===== src/rtl/keypad_scan_debounce.sv =====
// 4x3 keypad scanner: column strobing, full-matrix frame debounce and single-key decode.
// Emits one key_valid per debounced press; simultaneous presses raise multi_err and are locked out.
module keypad_scan_debounce #(
    parameter int SCAN_DIV       = 1000,
    parameter int DEBOUNCE_SCANS = 4
) (
    input  logic       clk,
    input  logic       reset,
    input  logic [3:0] row_in,
    output logic [2:0] col_drive,
    output logic       key_valid,
    output logic [3:0] key_code,
    output logic       key_held,
    output logic       multi_err
);

    localparam int SW = (SCAN_DIV > 1) ? $clog2(SCAN_DIV) : 1;
    localparam logic [SW-1:0] SLOT_LAST = SW'(SCAN_DIV - 1);
    localparam logic [3:0]    DEB       = 4'(DEBOUNCE_SCANS);

    localparam logic [1:0] ST_IDLE    = 2'd0;
    localparam logic [1:0] ST_HELD    = 2'd1;
    localparam logic [1:0] ST_LOCKOUT = 2'd2;

    logic [3:0]    row_meta;
    logic [3:0]    row_sync;
    logic [SW-1:0] slot;
    logic [11:0]   frame;
    logic [11:0]   prev_frame;
    logic [11:0]   frame_next;
    logic [3:0]    stable_cnt;
    logic [3:0]    stable_cnt_next;
    logic [1:0]    state;
    logic          sample;
    logic          frame_end;
    logic          stable;
    logic [3:0]    key_count;
    logic [3:0]    decoded;

    // Frame bit index is row*3+col, so each column owns bits {9+c, 6+c, 3+c, c}.
    always_comb begin
        sample     = (slot == SLOT_LAST);
        frame_end  = sample && col_drive[2];
        frame_next = frame;
        if (col_drive[0]) {frame_next[9],  frame_next[6], frame_next[3], frame_next[0]} = row_sync;
        if (col_drive[1]) {frame_next[10], frame_next[7], frame_next[4], frame_next[1]} = row_sync;
        if (col_drive[2]) {frame_next[11], frame_next[8], frame_next[5], frame_next[2]} = row_sync;

        if (frame_next == prev_frame)
            stable_cnt_next = (stable_cnt >= DEB) ? DEB : stable_cnt + 4'd1;
        else
            stable_cnt_next = 4'd1;
        stable    = (stable_cnt_next == DEB);
        key_count = 4'($countones(frame_next));

        case (frame_next)
            12'h001: decoded = 4'h1;
            12'h002: decoded = 4'h2;
            12'h004: decoded = 4'h3;
            12'h008: decoded = 4'h4;
            12'h010: decoded = 4'h5;
            12'h020: decoded = 4'h6;
            12'h040: decoded = 4'h7;
            12'h080: decoded = 4'h8;
            12'h100: decoded = 4'h9;
            12'h200: decoded = 4'hA;
            12'h400: decoded = 4'h0;
            12'h800: decoded = 4'hB;
            default: decoded = 4'hF;
        endcase
    end

    always_ff @(posedge clk) begin
        if (reset) begin
            row_meta   <= '0;
            row_sync   <= '0;
            slot       <= '0;
            col_drive  <= 3'b001;
            frame      <= '0;
            prev_frame <= '0;
            stable_cnt <= '0;
            state      <= ST_IDLE;
            key_valid  <= 1'b0;
            key_code   <= 4'hF;
            key_held   <= 1'b0;
            multi_err  <= 1'b0;
        end else begin
            row_meta  <= row_in;
            row_sync  <= row_meta;
            key_valid <= 1'b0;
            multi_err <= 1'b0;

            if (sample) begin
                slot      <= '0;
                col_drive <= {col_drive[1:0], col_drive[2]};
                frame     <= frame_next;
            end else begin
                slot <= slot + SW'(1);
            end

            if (frame_end) begin
                prev_frame <= frame_next;
                stable_cnt <= stable_cnt_next;
                case (state)
                    ST_IDLE: begin
                        if (stable && key_count == 4'd1) begin
                            key_valid <= 1'b1;
                            key_code  <= decoded;
                            key_held  <= 1'b1;
                            state     <= ST_HELD;
                        end else if (stable && key_count > 4'd1) begin
                            multi_err <= 1'b1;
                            state     <= ST_LOCKOUT;
                        end
                    end
                    ST_HELD: begin
                        if (stable && key_count == 4'd0) begin
                            key_held <= 1'b0;
                            state    <= ST_IDLE;
                        end
                    end
                    ST_LOCKOUT: begin
                        if (stable && key_count == 4'd0)
                            state <= ST_IDLE;
                    end
                    default: state <= ST_IDLE;
                endcase
            end
        end
    end

endmodule


===== config.mk =====
export PLATFORM = sky130hd
export DESIGN_NAME = keypad_scan_debounce
export DESIGN_NICKNAME = d
export VERILOG_FILES = /design/src/rtl/keypad_scan_debounce.sv
export SDC_FILE = /design/constraint.sdc
export NUM_CORES = 1
export LEC_CHECK = 0
export ABC_CLOCK_PERIOD_IN_PS = 8300
export BUFFER_PORTS_ARGS = -buffer_cell sky130_fd_sc_hd__buf_2
export CAP_MARGIN = 15
export CORE_ASPECT_RATIO = 1.2
export CORE_MARGIN = 1
export CORE_UTILIZATION = 61
export DETAILED_ROUTE_END_ITERATION = 8
export GPL_TIMING_DRIVEN = 0
export HOLD_SLACK_MARGIN = 0.05
export PLACE_DENSITY = 0.79
export RECOVER_POWER = 50
export SETUP_SLACK_MARGIN = 0.5
export SLEW_MARGIN = 20
export SYNTH_ARGS = -nofsm -noshare
export SYNTH_HDL_FRONTEND = slang
export SYNTH_SLANG_ARGS = --single-unit

===== constraint.sdc =====
create_clock -name clk -period 8.3 [get_ports clk]
set_input_delay 0.83 -clock clk [delete_from_list [all_inputs] [get_ports clk]]
set_output_delay 0.83 -clock clk [all_outputs]
set_load 0.02 [all_outputs]

# Word-level counts from Yosys, hierarchy flattened
# Cells that the tools add are included.
# Widths: inputs -> output; s select.
[totals]
mem_bits_ro = 0
ramBits = 0
in_bits = 6
ff_bits = 58
n_memories = 0
elab_cells = 89
output_inout_bits = 10
latchBits = 0
[classes]
n_mul = 0
n_bitwise = 2
n_div = 0
n_addsub = 13
n_shift = 0
mux = 24
n_eq_ne = 22
order_cmp = 2
reduce_logical = 14
[ops]
columns = ["op", "count"]
rows = [
  ["$pmux 4 s12", 1],
  ["$mux 1", 16],
  ["$add 1x1->2", 6],
  ["$eq 12x1->1 const B", 1],
  ["$eq 12x10->1 const B", 1],
  ["$eq 12x11->1 const B", 1],
  ["$eq 12x12->1", 1],
  ["$eq 12x12->1 const B", 1],
  ["$eq 12x2->1 const B", 1],
  ["$eq 12x3->1 const B", 1],
  ["$eq 12x4->1 const B", 1],
  ["$eq 12x5->1 const B", 1],
  ["$eq 12x6->1 const B", 1],
  ["$eq 12x7->1 const B", 1],
  ["$eq 12x8->1 const B", 1],
  ["$eq 12x9->1 const B", 1],
  ["$add 10x1->10 const B", 1],
  ["$eq 10x10->1 const B", 1],
  ["$add 2x2->3", 3],
  ["$mux 4", 2],
  ["$mux 2", 3],
  ["$reduce_and 3->1", 2],
  ["$add 3x3->4", 1],
  ["$add 4x1->4 const B", 1],
  ["other kinds (21)", 27],
]

# Longest topological paths before layout
# Gate-level depths: netlist of run 1.
[logic_depth]
depth_word = 10
mapped_depth = 17
ltp_nobuf = 16

# Worst setup path before layout of run 1
# No wires, ideal clock.
[synth_path]
kind = "register to register"
from = "register col_drive[0]"
to = "register key_code[1]"
path_buffers = 1
path_stages_with_launch = 18
arrival_time_ns = 5.213
synth_period_minus_slack_ns = 5.349
path_slack_ns = 2.951
setup_time_ns = 0.136
required_ns = 8.164
cell_sequence = "dfxtp_1 > buf_6 > mux2i_1 > inv_1 > fa_1 > inv_1 > fa_1 > fa_1 > fa_1 > inv_1 > ha_1 > fa_1 > a211oi_1 > a31oi_1 > nor4_1 > nand4_1 > a2111oi_0 > a22oi_1"
[synth_between]
elab_chain_cells = 8
elab_cells_between_ends = 32
classes_between = "add/sub: 9; eq/ne: 15; mux: 6; reduce/logical: 2"
[synth_lines]
columns = ["item", "line_no", "rtl"]
rows = [
  ["start: declaration", "10", "output logic [2:0] col_drive,"],
  ["start signal: assignment", "95", "col_drive <= {col_drive[1:0], col_drive[2]};"],
  ["$mux 1 *", "45", "if (col_drive[0]) {frame_next[9], frame_next[6], frame_next[3], frame_next[0]} = row_sync;"],
  ["via frame_next[0]", "30", "logic [11:0] frame_next;"],
  ["$add 1x1->2 (implied by the code)", "54", "key_count = 4'($countones(frame_next));"],
  ["$add 2x2->3 (implied by the code)", "54", ""],
  ["$add 3x3->4 (implied by the code)", "54", ""],
  ["$add 4x3->4 (implied by the code)", "54", ""],
  ["$eq 4x1->1", "106", "if (stable && key_count == 4'd1) begin"],
  ["$logic_and 1x1->1", "106", ""],
  ["$reduce_and 3->1 (no source line)", "--", ""],
  ["end signal: assignment", "108", "key_code <= decoded;"],
  ["end: declaration", "12", "output logic [3:0] key_code,"],
]
# Mark *: on every way through the listed nets, which the timed path passes. The rest lies on a longest branch.
# A chain may end at the register's enable or synchronous reset.

# Worst setup path after layout of run 1
# Same ends and word-level chain as after synthesis.

==> reports/qor_table.md, run 1 <==
| Stage | Parameter | Value |
|---|---|---|
| run status | Result of the run | finished clean |
| placement | GPL Wtd Cong | 0.803 |
| clocking | Maximum level of the CTS H-tree | 3 |
| global route | Vias in the first global route | 2531 |
| clocking | Clock buffers created by TritonCTS | 9 |
| placement | Minimum setup slack after placement | 2410 ps |
| timing | Number of hold-slack violations in the final timing report | 0 |
| route | DRC Markers | 0 |
| setup path | Type of element launching the critical path | flop |
| min path | Hold-critical path depth | 1 |
| floorplan | Placement row count | 28 |
| floorplan | Placeable core area | 4940 um2 |
| timing | Final number of setup-violating endpoints | 0 |
| route | Initial DRT Pass Iterations | 5 |
| clocking | Largest buffer count on any clock path | 2 |
| timing | Fraction of the cycle the final worst path needs | 72.8% |
| setup path | Maximum fanout count along the critical path | 9 |
| clocking | Source-to-sink clock delay at the later pin of the worst-skew pair | 330 ps |
| pwr | Switching Fraction | 20.6% |
| synthesis | Synth area leader | sky130_fd_sc_hd__dfxtp_1 |
| placement | HPWL Detailed | 5130 um |
| timing | Final setup TNS | 0 ps |
| timing | Final Max Tran Viols | 0 |
| setup path | Depth of the most critical reg-to-reg path | 17 |
| setup path | Sort of element at the end of the critical path | flop |
| timing | Final worst setup slack | 2260 ps |
| layout | Post-synthesis to final-layout area growth | 12.9% |
| synthesis | Synth top area cells | sky130_fd_sc_hd__dfxtp_1 (37%), sky130_fd_sc_hd__nor2_1 (5.5%), sky130_fd_sc_hd__xnor2_1 (5.0%), sky130_fd_sc_hd__fa_1 (4.5%), sky130_fd_sc_hd__ha_1 (4.4%) |
| route | Antenna violation net count after detailed routing | 0 |
| clocking | Hold Buf Count CTS | 0 |
| clocking | Clock-pin slew reported for the worst setup and hold paths after clock tree synthesis | 70 ps |
| layout | Layout filler cell count | 376 |
| synthesis | Flop and latch count out of synthesis | 58 |
| floorplan | Boundary pin count | 16 |
| route | Detailed Route Iter0 Violations | 134 |
| floorplan | Effective utilization at floorplan | 63.3% |
| synthesis | Syn Std Cell Area | 3130 um2 |
| timing | Least-Margin Pin Slew | 819 ps |
| clocking | Number of gates resized after cts | 0 |
| placement | Area after DPL | 3280 um2 |
| pwr | Pwr/cell area | 190 nW/um2 |
| floorplan | Floorplan die height | 80.4 um |
| global route | Grt total ovfl | 0 |
| timing | Worst clock skew | 4.70 ps |
| global route | Antenna violations before repair | 0 |
| setup path | Crit Path Class | flop to flop |
| synthesis | Mapped Cells | 350 |
| route | DR vias | 2592 |
| pwr | Clock network power share | 52.2% |
| synthesis | Average size of a mapped cell | 8.93 um2 |
| clocking | TritonCTS clock tree | done |
| pwr | Static leakage | 1.37 nW |
| layout | Design area | 3530 um2 |
| clocking | Buffers inserted by post-CTS timing repair | 0 |
| route | Detail-routed net length per standard cell | 16.6 um |
| global route | Global routing usage summed across all routing layers | 30.0% |
| synthesis | Async S/R FF share, synth | 0% |
| synthesis | Total of warnings raised by yosys | 0 |
| setup path | Signal arrival time at the worst endpoint | 6240 ps |
| global route | Wire length of the first global-routing pass | 11700 um |
| pwr | Sequential Power Share | 42.4% |
| route | Post-detailed-routing wire length | 7310 um |
| layout | Share of final-layout standard cells stronger than drive strength 1 | 9.45% |
| pwr | Tot Pwr | 0.671 mW |
| setup path | Critical path required time | 8500 ps |
| timing | Setup repair after global routing missed its margin | false |
| pwr | Power share of the combinational group | 5.4% |
| run | Max Cap Viol | 0 |
| synthesis | Number of different library cells in the post-synthesis netlist | 52 |
| min path | Type of the worst min-delay path | flop to flop |
| clocking | Sinks on the clock net | 58 |
| timing | Maximum clock rate | 0.166 GHz |
| pwr | Cell internal pwr | 0.532 mW |
| floorplan | Total die area | 5420 um2 |
| clocking | Clk root buf | sky130_fd_sc_hd__clkbuf_8 |
| synthesis | Part of the Yosys area used for sequential elements | 37.1% |
| placement | Number of port buffers | 15 |
| timing | Minimum period implied by the final worst setup slack | 6040 ps |
| route | Detail-routed via count per cell | 5.88 |
| synthesis | Number of nets in the synthesized netlist | 374 |
| synthesis | Synth Flop Type | sky130_fd_sc_hd__dfxtp_1 |
| timing | Min Hold Slack | 443 ps |
| synthesis | Area share of the leading cell type in the synthesized netlist | 37.1% |
| synthesis | Count of flip-flops with a built-in enable after synthesis | 0 |
| pwr | VDD IR-drop max | 156 uV |
| layout | ANT cells | 0 |
| floorplan | Die Span X | 67.4 um |
| timing | Headroom to the max-slew limit | 44.8% |
| layout | Nets | 400 |
| global route | Pin count of the biggest net entering global routing | 11 |
| pwr | Net Sw Power | 0.138 mW |
## power groups by stage
stage | combinational [mW] | sequential (mW) | clock, mW
2_1_floorplan | 0.0265 | 0.290 | 0
3_3_place_gp | 0.0347 | 0.290 | 0
3_5_place_dp | 0.0360 | 0.290 | 0
4_1_cts | 0.0363 | 0.284 | 0.353
5_1_grt | 0.0405 | 0.285 | 0.363
6_report | 0.0362 | 0.284 | 0.350
## final cells by class
type	instances	area, um2	area share, %
Sequential cell	58	1160	32.9
Timing Repair Buffer	15	61.3	1.74
Clock inverter	5	125	3.54
Clock buffer	11	141	4.01
Inverter	22	82.6	2.34
Buffer	15	78.8	2.23
Tap cell	60	75.1	2.13
Multi-Input combinational cell	255	1800	51.1
## state kept, by name, summed over array words and instances (netlist names)
name and count:
slot 10, row_meta 4, multi_err 1, state 2, key_code 4, frame 12, key_valid 1, prev_frame 12
stable_cnt 4, row_sync 4, col_drive 3, key_held 1
## metrics by stage
stage          cells  utilization [%]
2_1_floorplan    350                -
3_3_place_gp     425             66.3
3_5_place_dp     425             66.3
4_1_cts          441             71.7
5_1_grt          441             71.5
6_report         441             71.5
## synth_stat cells (all sizes together) (3+ instances only)
master and count:
dfxtp 58, nor2 46, nand2 31, inv 22, a211oi 18, xnor2 18
mux2i 16, a21oi 12, ha 11, nor2b 11, clkbuf 10, nand3 9
nor3 9, o21ai 8, fa 7, xor2 7, nor4 6, buf 5
nand4 5, or3 4, and3 3, nand2b 3, o211ai 3
## kinds of logic after synthesis
logic type | after synthesis | share of synthesized area [%]
muxes | 17 | 6.60
AOI/OAI and AO/OA | 60 | 13.3
buffers and inverters | 37 | 5.16
adders and majority gates | 18 | 8.88
xor gates and xnor gates | 25 | 7.00
DFF | 58 | 37.1
and+or+nand+nor | 135 | 21.9
## layout by cell type (no fill, tap or decap), types with 8 or more instances in the layout
cell,instances
sky130_fd_sc_hd__dfxtp_1,58
sky130_fd_sc_hd__nor2_1,46
sky130_fd_sc_hd__nand2_1,31
sky130_fd_sc_hd__clkbuf_1,24
sky130_fd_sc_hd__inv_1,22
sky130_fd_sc_hd__xnor2_1,18
sky130_fd_sc_hd__a211oi_1,18
sky130_fd_sc_hd__a21oi_1,12
sky130_fd_sc_hd__nor2b_1,11
sky130_fd_sc_hd__ha_1,11
sky130_fd_sc_hd__clkbuf_8,10
sky130_fd_sc_hd__mux2i_1,9
sky130_fd_sc_hd__nor3_1,9
sky130_fd_sc_hd__nand3_1,8
sky130_fd_sc_hd__o21ai_0,8
## final timing paths
check                                          startpoint                        to  slack, ps
worst min-delay path               row_meta[1]$_SDFF_PP0_    row_sync[1]$_SDFF_PP0_        440
worst min register to register     row_meta[1]$_SDFF_PP0_    row_sync[1]$_SDFF_PP0_        440
worst max-delay path            col_drive[0]$_SDFFE_PP1N_  key_code[1]$_SDFFE_PP1P_       2260
worst max register to register  col_drive[0]$_SDFFE_PP1N_  key_code[1]$_SDFFE_PP1P_       2260
## layer usage
layer	share of wire, %	vias to the layer above	track usage (%)	wire [um]
met2	52	68	51.4	3810
met5	0	-	0	0
li1	-	1269	-	-
met3	4.2	17	6.53	305
met1	41	1238	34.6	3020
met4	2.4	0	14.0	177
## worst max-delay path: stages, from the launching register on
cell and delay, ps:
sky130_fd_sc_hd__dfxtp_1 340, sky130_fd_sc_hd__buf_6 150, sky130_fd_sc_hd__mux2i_1 570, sky130_fd_sc_hd__inv_1 190, sky130_fd_sc_hd__fa_1 560, sky130_fd_sc_hd__inv_1 50
sky130_fd_sc_hd__fa_1 530, sky130_fd_sc_hd__fa_1 430, sky130_fd_sc_hd__fa_1 490, sky130_fd_sc_hd__inv_1 50, sky130_fd_sc_hd__ha_1 200, sky130_fd_sc_hd__fa_1 460
sky130_fd_sc_hd__a211oi_1 230, sky130_fd_sc_hd__a31oi_1 230, sky130_fd_sc_hd__nor4_1 350, sky130_fd_sc_hd__nand4_1 340, sky130_fd_sc_hd__a2111oi_0 580, sky130_fd_sc_hd__a22oi_1 160
Power figures use the tool's default switching activity.
==> run 2, diff against run 1 <==
--- a/config.mk
+++ b/config.mk
@@ -5,16 +5,16 @@
 export SDC_FILE = /design/constraint.sdc
 export NUM_CORES = 1
 export LEC_CHECK = 0
-export ABC_CLOCK_PERIOD_IN_PS = 8300
+export ABC_CLOCK_PERIOD_IN_PS = 5100
 export BUFFER_PORTS_ARGS = -buffer_cell sky130_fd_sc_hd__buf_2
 export CAP_MARGIN = 15
 export CORE_ASPECT_RATIO = 1.2
 export CORE_MARGIN = 1
-export CORE_UTILIZATION = 61
+export CORE_UTILIZATION = 55
 export DETAILED_ROUTE_END_ITERATION = 8
 export GPL_TIMING_DRIVEN = 0
 export HOLD_SLACK_MARGIN = 0.05
-export PLACE_DENSITY = 0.79
+export PLACE_DENSITY = 0.76
 export RECOVER_POWER = 50
 export SETUP_SLACK_MARGIN = 0.5
 export SLEW_MARGIN = 20
==> constraint.sdc (replaced) <==
create_clock -name clk -period 5.1 [get_ports clk]
set_input_delay 0.51 -clock clk [delete_from_list [all_inputs] [get_ports clk]]
set_output_delay 0.51 -clock clk [all_outputs]
set_load 0.02 [all_outputs]
==> run 2 against run 1 <==
Compared with the run above:
- utilization increased by 0.54 points
- register-to-register slack got worse by 2200 ps
- wire length increased by 5.9%
- global-route usage decreased by 2.5 points
- final area increased by 9.5%
- sequential cell count unchanged
- highest routed layer unchanged
==> reports/qor_table.md, run 2 (synthesis results as in run 1) <==
| Stage | Parameter | Value | vs previous |
|---|---|---|---|
| route | Detail-routed net length per standard cell | 17.0 um | +2.6% |
| route | Detail-routed via count per cell | 5.89 | +0.25% |
| layout | Number of cells in the finished layout apart from fillers | 455 | +3.2% |
| timing | Final setup TNS | 0 ps | unchanged |
| setup path | Type of element launching the critical path | flop |  |
| setup path | Sort of element at the end of the critical path | flop |  |
| run status | Result of the run | finished clean |  |
| clocking | TritonCTS clock tree | done |  |
| route | Antenna violation net count after detailed routing | 0 | unchanged |
| timing | Final Max Tran Viols | 0 | unchanged |
| setup path | Crit Path Class | flop to flop |  |
| placement | Instance count after placement with tap cells included | 427 | +0.47% |
| floorplan | Floorplan die height | 84.6 um | +5.2% |
| setup path | Most frequent cell on the critical path | sky130_fd_sc_hd__fa_1 |  |
| timing | Least-Margin Pin Slew | 871 ps | +51.4 ps |
| floorplan | Boundary pin count | 16 | unchanged |
| floorplan | Total die area | 5990 um2 | +11% |
| pwr | Tot Pwr | 1.14 mW | +70% |
| timing | Min Hold Slack | 380 ps | -62.6 ps |
| layout | ANT cells | 0 | unchanged |
| timing | Final number of setup-violating endpoints | 0 | unchanged |
| timing | Final worst setup slack | 90.3 ps | -2170 ps |
| global route | Grt total ovfl | 0 | unchanged |
| layout | Share of final-layout standard cells stronger than drive strength 1 | 20.1% | +11 points |
| floorplan | Placeable core area | 5370 um2 | +8.7% |
| clocking | Sinks on the clock net | 58 | unchanged |
| timing | Fraction of the cycle the final worst path needs | 98.2% | +25 points |
| pwr | Pwr/cell area | 295 nW/um2 | +55% |
| setup path | Cell at the slowest stage of the critical path | sky130_fd_sc_hd__fa_1 |  |
| setup path | Depth of the most critical reg-to-reg path | 18 | +1 |
| layout | Largest regs | frame x12, prev_frame x12, slot x10 |  |
| global route | Pin count of the biggest net entering global routing | 11 | unchanged |
| setup path | Critical path capture point | key_code[2]$_SDFFE_PP1P_ |  |
| pwr | VDD IR-drop max | 254 uV | +63% |
| route | Initial DRT Pass Iterations | 4 | -1 |
| clocking | Maximum level of the CTS H-tree | 3 | unchanged |
| layout | Design area | 3870 um2 | +9.5% |
| setup path | Maximum fanout count along the critical path | 8 | -1 |
| layout | Post-synthesis to final-layout area growth | 23.6% |  |
| setup path | Critical path buffer and inverter count | 6 | +2 |
| layout | Most common cell after layout, fill and taps aside | sky130_fd_sc_hd__dfxtp_1 |  |
| pwr | Static leakage | 1.46 nW | +6.6% |
| global route | Antenna violations before repair | 0 | unchanged |
| route | DRC Markers | 0 | unchanged |
| timing | Maximum clock rate | 0.200 GHz | +21% |
| placement | Minimum setup slack after placement | -423 ps | -2840 ps |
| floorplan | Placement row count | 29 | +3.6% |
| layout | Nets | 412 | +3.0% |
| placement | HPWL Detailed | 5070 um | -1.0% |
| timing | Setup repair after global routing missed its margin | true |  |
| clocking | Clk root buf | sky130_fd_sc_hd__clkbuf_8 |  |
| global route | Wire length of the first global-routing pass | 12500 um | +6.9% |
| layout | Most frequent cells in the layout | sky130_fd_sc_hd__dfxtp_1 (55), sky130_fd_sc_hd__nor2_1 (43), sky130_fd_sc_hd__nand2_1 (29), sky130_fd_sc_hd__clkbuf_1 (21), sky130_fd_sc_hd__inv_1 (19) |  |
| timing | Minimum period implied by the final worst setup slack | 5010 ps | -1030 ps |
| placement | Number of port buffers | 15 | unchanged |
| global route | Vias in the first global route | 2567 | +1.4% |
| clocking | Clock buffers created by TritonCTS | 9 | unchanged |
| setup path | Worst flop-to-flop path endpoint | key_code[2]$_SDFFE_PP1P_ |  |
| setup path | Critical Path, Cell by Cell | buf_12, mux2i_4, inv_2, fa_1, inv_2, fa_1, fa_1, fa_1, inv_2, ha_4, fa_2, a211oi_4, a31oi_4, buf_4, buf_6, nor2_2, or4b_4, o211ai_2 |  |
| clocking | Source-to-sink clock delay at the later pin of the worst-skew pair | 340 ps | about the same |
| setup path | Critical path required time | 5360 ps | -3140 ps |
| setup path | Launching element of the worst setup path | col_drive[0]$_SDFFE_PP1N_ |  |
| setup path | Signal arrival time at the worst endpoint | 5270 ps | -970 ps |
| placement | GPL Wtd Cong | 0.882 | +9.8% |
| timing | Worst clock skew | 8.39 ps | +3.68 ps |
| setup path | Reg2Reg Launch Point | col_drive[0]$_SDFFE_PP1N_ |  |
| route | Detailed Route Iter0 Violations | 230 | +72% |
| timing | Headroom to the max-slew limit | 41.4% | -3.5 points |
| min path | Type of the worst min-delay path | input pin to flop |  |
| timing | Number of hold-slack violations in the final timing report | 0 | unchanged |
| layout | Final core utilization | 72.0% | +0.54 points |
| route | DR vias | 2681 | +3.4% |
| placement | Area after DPL | 3340 um2 | +1.9% |
| setup path | Top cell family by delay on the critical path | adder cells |  |
| route | Post-detailed-routing wire length | 7750 um | +5.9% |
| clocking | Clock-pin slew reported for the worst setup and hold paths after clock tree synthesis | 70 ps | about the same |
| floorplan | Die Span X | 70.8 um | +5.2% |
| floorplan | Effective utilization at floorplan | 58.2% | -5.1 points |
| clocking | Largest buffer count on any clock path | 2 | unchanged |
| setup path | Critical Path Stages | 18 | +1 |
| global route | Global routing usage summed across all routing layers | 27.4% | -2.5 points |
| setup path | Critical Path Max Stage Delay | 550 ps | -30 ps |
| setup path | Reg2Reg Setup Slack | 90 ps | -2170 ps |
| run | Max Cap Viol | 0 | unchanged |
## run 2: changes by cell type in the layout (fill, tap and decap cells not counted), sizes merged
cell | before | now
buf | 7 | 21
clkbuf | 34 | 33
clkinv | 1 | 0
## run 2: per-layer routing
| layer | vias to the layer above | part of all wire (%) | GRT usage [%] |
|---|---|---|---|
| met3 | 26 | 4.4 | 6.00 |
| met5 | - | 0 | 0 |
| li1 | 1294 | - | - |
| met4 | 0 | 3.4 | 14.0 |
| met2 | 81 | 51 | 45.5 |
| met1 | 1280 | 42 | 33.4 |
## run 2: worst min path at each step
stage / from / endpoint / slack (ps) / cells after the start
floorplan: row_meta[0]$_SDFF_PP0_ / row_sync[0]$_SDFF_PP0_ / 410 / 1
global placement: row_meta[3]$_SDFF_PP0_ / row_sync[3]$_SDFF_PP0_ / 420 / 1
detailed placement: row_meta[3]$_SDFF_PP0_ / row_sync[3]$_SDFF_PP0_ / 430 / 1
CTS: row_in[3] / row_meta[3]$_SDFF_PP0_ / 370 / 2
global route: row_in[1] / row_meta[1]$_SDFF_PP0_ / 380 / 2
finish: row_in[3] / row_meta[3]$_SDFF_PP0_ / 380 / 2
## run 2: power breakdown
group	internal (mW)	switching, mW
clock network	0.414	0.182
logic	0.0327	0.0483
registers	0.457	0.00503
total	0.904	0.235
## run 2: final cells by class
| type | instances | area (um2) |
|---|---|---|
| sequential | 58 | 1170 |
| buffer | 15 | 87.6 |
| clock inverter | 4 | 120 |
| multi-input combinational | 255 | 2000 |
| inverter | 22 | 82.6 |
| fill | 385 | 1500 |
| tap | 62 | 77.6 |
| clock buffer | 12 | 165 |
| timing repair buffer | 27 | 161 |
## run 2: what timing repair did
item | 4_1_cts | 5_1_grt
hold buffers | 0 | 0
setup buffers | 11 | 1
pin swaps | 5 | 0
endpoints found under the setup margin | 8 | 9
resized for setup | 22 | 9
## run 2: worst reg2reg max path: stages (launching register included)
cell	delay, ps
sky130_fd_sc_hd__dfxtp_4	360
sky130_fd_sc_hd__buf_12	130
sky130_fd_sc_hd__mux2i_4	280
sky130_fd_sc_hd__inv_2	80
sky130_fd_sc_hd__fa_1	550
sky130_fd_sc_hd__inv_2	40
sky130_fd_sc_hd__fa_1	510
sky130_fd_sc_hd__fa_1	440
sky130_fd_sc_hd__fa_1	510
sky130_fd_sc_hd__inv_2	50
sky130_fd_sc_hd__ha_4	150
sky130_fd_sc_hd__fa_2	470
sky130_fd_sc_hd__a211oi_4	220
sky130_fd_sc_hd__a31oi_4	150
sky130_fd_sc_hd__buf_4	170
sky130_fd_sc_hd__buf_6	120
sky130_fd_sc_hd__nor2_2	110
sky130_fd_sc_hd__or4b_4	470
sky130_fd_sc_hd__o211ai_2	140
==> run 3, diff against run 2 <==
--- a/config.mk
+++ b/config.mk
@@ -5,16 +5,17 @@
 export SDC_FILE = /design/constraint.sdc
 export NUM_CORES = 1
 export LEC_CHECK = 0
-export ABC_CLOCK_PERIOD_IN_PS = 5100
+export ABC_CLOCK_PERIOD_IN_PS = 5810
 export BUFFER_PORTS_ARGS = -buffer_cell sky130_fd_sc_hd__buf_2
 export CAP_MARGIN = 15
 export CORE_ASPECT_RATIO = 1.2
 export CORE_MARGIN = 1
-export CORE_UTILIZATION = 55
+export CORE_UTILIZATION = 61
 export DETAILED_ROUTE_END_ITERATION = 8
+export GPL_ROUTABILITY_DRIVEN = 1
 export GPL_TIMING_DRIVEN = 0
 export HOLD_SLACK_MARGIN = 0.05
-export PLACE_DENSITY = 0.76
+export PLACE_DENSITY = 0.79
 export RECOVER_POWER = 50
 export SETUP_SLACK_MARGIN = 0.5
 export SLEW_MARGIN = 20
==> constraint.sdc (replaced) <==
create_clock -name clk -period 5.81 [get_ports clk]
set_input_delay 0.581 -clock clk [delete_from_list [all_inputs] [get_ports clk]]
set_output_delay 0.581 -clock clk [all_outputs]
set_load 0.02 [all_outputs]
==> run 3 against run 2 <==
Compared with the run above:
- first-iteration DRC count down 46%
- critical endpoint is now key_code[0]$_SDFFE_PP1P_
- clock skew grew 3.4 ps
- highest routed layer unchanged
- sequential power is 12% lower
==> reports/qor_table.md, run 3 (synthesis results as in run 1) <==
| Stage | Parameter | Value | vs previous |
|---|---|---|---|
| run status | Result of the run | finished clean |  |
| clocking | Maximum level of the CTS H-tree | 3 | unchanged |
| layout | Most common cell after layout, fill and taps aside | sky130_fd_sc_hd__dfxtp_1 |  |
| route | Detailed Route Iter0 Violations | 124 | -46% |
| layout | Most frequent cells in the layout | sky130_fd_sc_hd__dfxtp_1 (57), sky130_fd_sc_hd__nor2_1 (46), sky130_fd_sc_hd__nand2_1 (31), sky130_fd_sc_hd__inv_1 (22), sky130_fd_sc_hd__clkbuf_1 (22) |  |
| global route | Pin count of the biggest net entering global routing | 11 | unchanged |
| timing | Maximum clock rate | 0.192 GHz | -3.8% |
| floorplan | Effective utilization at floorplan | 63.3% | +5.1 points |
| route | Initial DRT Pass Iterations | 4 | unchanged |
| floorplan | Die Span X | 67.4 um | -4.9% |
| global route | Grt total ovfl | 0 | unchanged |
| clocking | Source-to-sink clock delay at the later pin of the worst-skew pair | 340 ps | about the same |
| layout | Final core utilization | 74.3% | +2.3 points |
| route | DR vias | 2630 | -1.9% |
| clocking | Largest buffer count on any clock path | 2 | unchanged |
| setup path | Crit Path Class | flop to flop |  |
| pwr | Power share of the combinational group | 6.4% | -0.7 points |
| timing | Worst clock skew | 11.8 ps | +3.45 ps |
| setup path | Critical path required time | 6020 ps | +660 ps |
| placement | HPWL Detailed | 4870 um | -4.1% |
| layout | Layout filler cell count | 375 | -2.6% |
| global route | Global routing usage summed across all routing layers | 29.0% | +1.6 points |
| pwr | Cell internal pwr | 0.674 mW | -26% |
| placement | GPL Wtd Cong | 0.811 | -8.0% |
| timing | Setup repair after global routing missed its margin | false |  |
| pwr | Sequential Power Share | 46.5% | +5.9 points |
| pwr | Switching Fraction | 22.9% | +2.3 points |
| layout | ANT cells | 0 | unchanged |
| route | Detail-routed via count per cell | 5.84 | -0.81% |
| timing | Final Max Tran Viols | 0 | unchanged |
| clocking | Clock buffers created by TritonCTS | 9 | unchanged |
| global route | Antenna violations before repair | 0 | unchanged |
| route | Antenna violation net count after detailed routing | 0 | unchanged |
| route | DRC Markers | 0 | unchanged |
| setup path | Sort of element at the end of the critical path | flop |  |
| setup path | Type of element launching the critical path | flop |  |
| pwr | Static leakage | 1.40 nW | -4.4% |
| floorplan | Boundary pin count | 16 | unchanged |
| placement | Number of port buffers | 15 | unchanged |
| clocking | Sinks on the clock net | 58 | unchanged |
| setup path | Signal arrival time at the worst endpoint | 5420 ps | +150 ps |
| floorplan | Placement row count | 28 | -3.4% |
| floorplan | Placeable core area | 4940 um2 | -8.0% |
| route | Post-detailed-routing wire length | 7240 um | -6.5% |
| pwr | Clock network power share | 47.1% | -5.2 points |
| route | Detail-routed net length per standard cell | 16.1 um | -5.5% |
| timing | Final setup TNS | 0 ps | unchanged |
| floorplan | Total die area | 5420 um2 | -9.6% |
| global route | Vias in the first global route | 2478 | -3.5% |
| pwr | VDD IR-drop max | 220 uV | -14% |
| timing | Fraction of the cycle the final worst path needs | 89.7% | -8.6 points |
| layout | Post-synthesis to final-layout area growth | 17.4% |  |
| pwr | Net Sw Power | 0.201 mW | -15% |
| floorplan | Floorplan die height | 80.4 um | -4.9% |
| global route | Wire length of the first global-routing pass | 11300 um | -9.8% |
| timing | Minimum period implied by the final worst setup slack | 5210 ps | +200 ps |
| clocking | TritonCTS clock tree | done |  |
| timing | Least-Margin Pin Slew | 829 ps | -41.9 ps |
| pwr | Pwr/cell area | 238 nW/um2 | -19% |
| layout | Largest regs | frame x12, prev_frame x12, slot x10 |  |
| timing | Headroom to the max-slew limit | 44.2% | +2.8 points |
| clocking | Clock-pin slew reported for the worst setup and hold paths after clock tree synthesis | 70 ps | about the same |
| timing | Number of hold-slack violations in the final timing report | 0 | unchanged |
| timing | Final number of setup-violating endpoints | 0 | unchanged |
| layout | Nets | 410 | -0.49% |
| setup path | Maximum fanout count along the critical path | 10 | +2 |
| timing | Min Hold Slack | 435 ps | +54.3 ps |
| run | Max Cap Viol | 0 | unchanged |
| layout | Share of final-layout standard cells stronger than drive strength 1 | 14.9% | -5.2 points |
| min path | Type of the worst min-delay path | flop to flop |  |
| clocking | Clk root buf | sky130_fd_sc_hd__clkbuf_8 |  |
-- run 3: worst paths after layout --
path / startpoint / to / slack, ps / cells after the start
max: col_drive[2]$_SDFFE_PP0N_ / key_code[0]$_SDFFE_PP1P_ / 600 / 16
min: row_meta[3]$_SDFF_PP0_ / row_sync[3]$_SDFF_PP0_ / 430 / 1
max reg2reg: col_drive[2]$_SDFFE_PP0N_ / key_code[0]$_SDFFE_PP1P_ / 600 / 16
min reg2reg: row_meta[3]$_SDFF_PP0_ / row_sync[3]$_SDFF_PP0_ / 430 / 1
-- run 3: stage by stage --
stage / worst slack (ps) / cells / power (mW) / cell area (um2)
floorplan: 548 / 350 / 0.452 / 3130
global placement: 148 / 425 / 0.464 / 3280
detailed placement: 67.7 / 425 / 0.465 / 3280
CTS: 515 / 445 / 0.875 / 3610
global route: 390 / 450 / 0.899 / 3670
finish: 601 / 450 / 0.874 / 3670
-- run 3: worst max-delay path: stages, from the launching register on --
cell and delay [ps]:
sky130_fd_sc_hd__dfxtp_1 530, sky130_fd_sc_hd__buf_6 210, sky130_fd_sc_hd__mux2i_4 360, sky130_fd_sc_hd__fa_1 460, sky130_fd_sc_hd__fa_1 460, sky130_fd_sc_hd__fa_1 510, sky130_fd_sc_hd__fa_1 400, sky130_fd_sc_hd__inv_1 80
sky130_fd_sc_hd__ha_2 220, sky130_fd_sc_hd__fa_2 500, sky130_fd_sc_hd__a211oi_4 230, sky130_fd_sc_hd__a31oi_4 150, sky130_fd_sc_hd__nor4_2 150, sky130_fd_sc_hd__nand4_1 260, sky130_fd_sc_hd__buf_4 230, sky130_fd_sc_hd__a211oi_1 230
sky130_fd_sc_hd__a22oi_1 100
-- run 3: what timing repair did --
action,4_1_cts,5_1_grt
buffers inserted,5,4
hold buffers,0,0
setup endpoints to repair,6,5
gates cloned,0,1
resized for setup,13,7
pin swaps,1,3
-- run 3: layout make-up --
class / count / area, um2 / share of cell area (%)
Multi-Input combinational cell: 255 / 1920 / 52.3
Buffer: 15 / 78.8 / 2.15
Sequential cell: 58 / 1160 / 31.7
Tap cell: 60 / 75.1 / 2.05
Inverter: 22 / 82.6 / 2.25
Clock buffer: 10 / 138 / 3.75
Clock inverter: 5 / 78.8 / 2.15
Timing Repair Buffer: 25 / 135 / 3.68
-- run 3: per-layer routing --
| layer | GRT usage (%) | vias up | routed length [um] |
|---|---|---|---|
| met3 | 5.68 | 21 | 334 |
| met5 | 0 | - | 0 |
| met4 | 17.0 | 0 | 216 |
| met2 | 48.9 | 64 | 3740 |
| li1 | - | 1288 | - |
| met1 | 33.3 | 1257 | 2950 |
-- run 3: power by group through the flow --
stage          clock [mW]  combinational (mW)  sequential, mW
2_1_floorplan           0              0.0380           0.414
3_3_place_gp            0              0.0493           0.415
3_5_place_dp            0              0.0503           0.415
4_1_cts             0.415              0.0533           0.406
5_1_grt             0.430              0.0624           0.407
6_report            0.411              0.0563           0.406
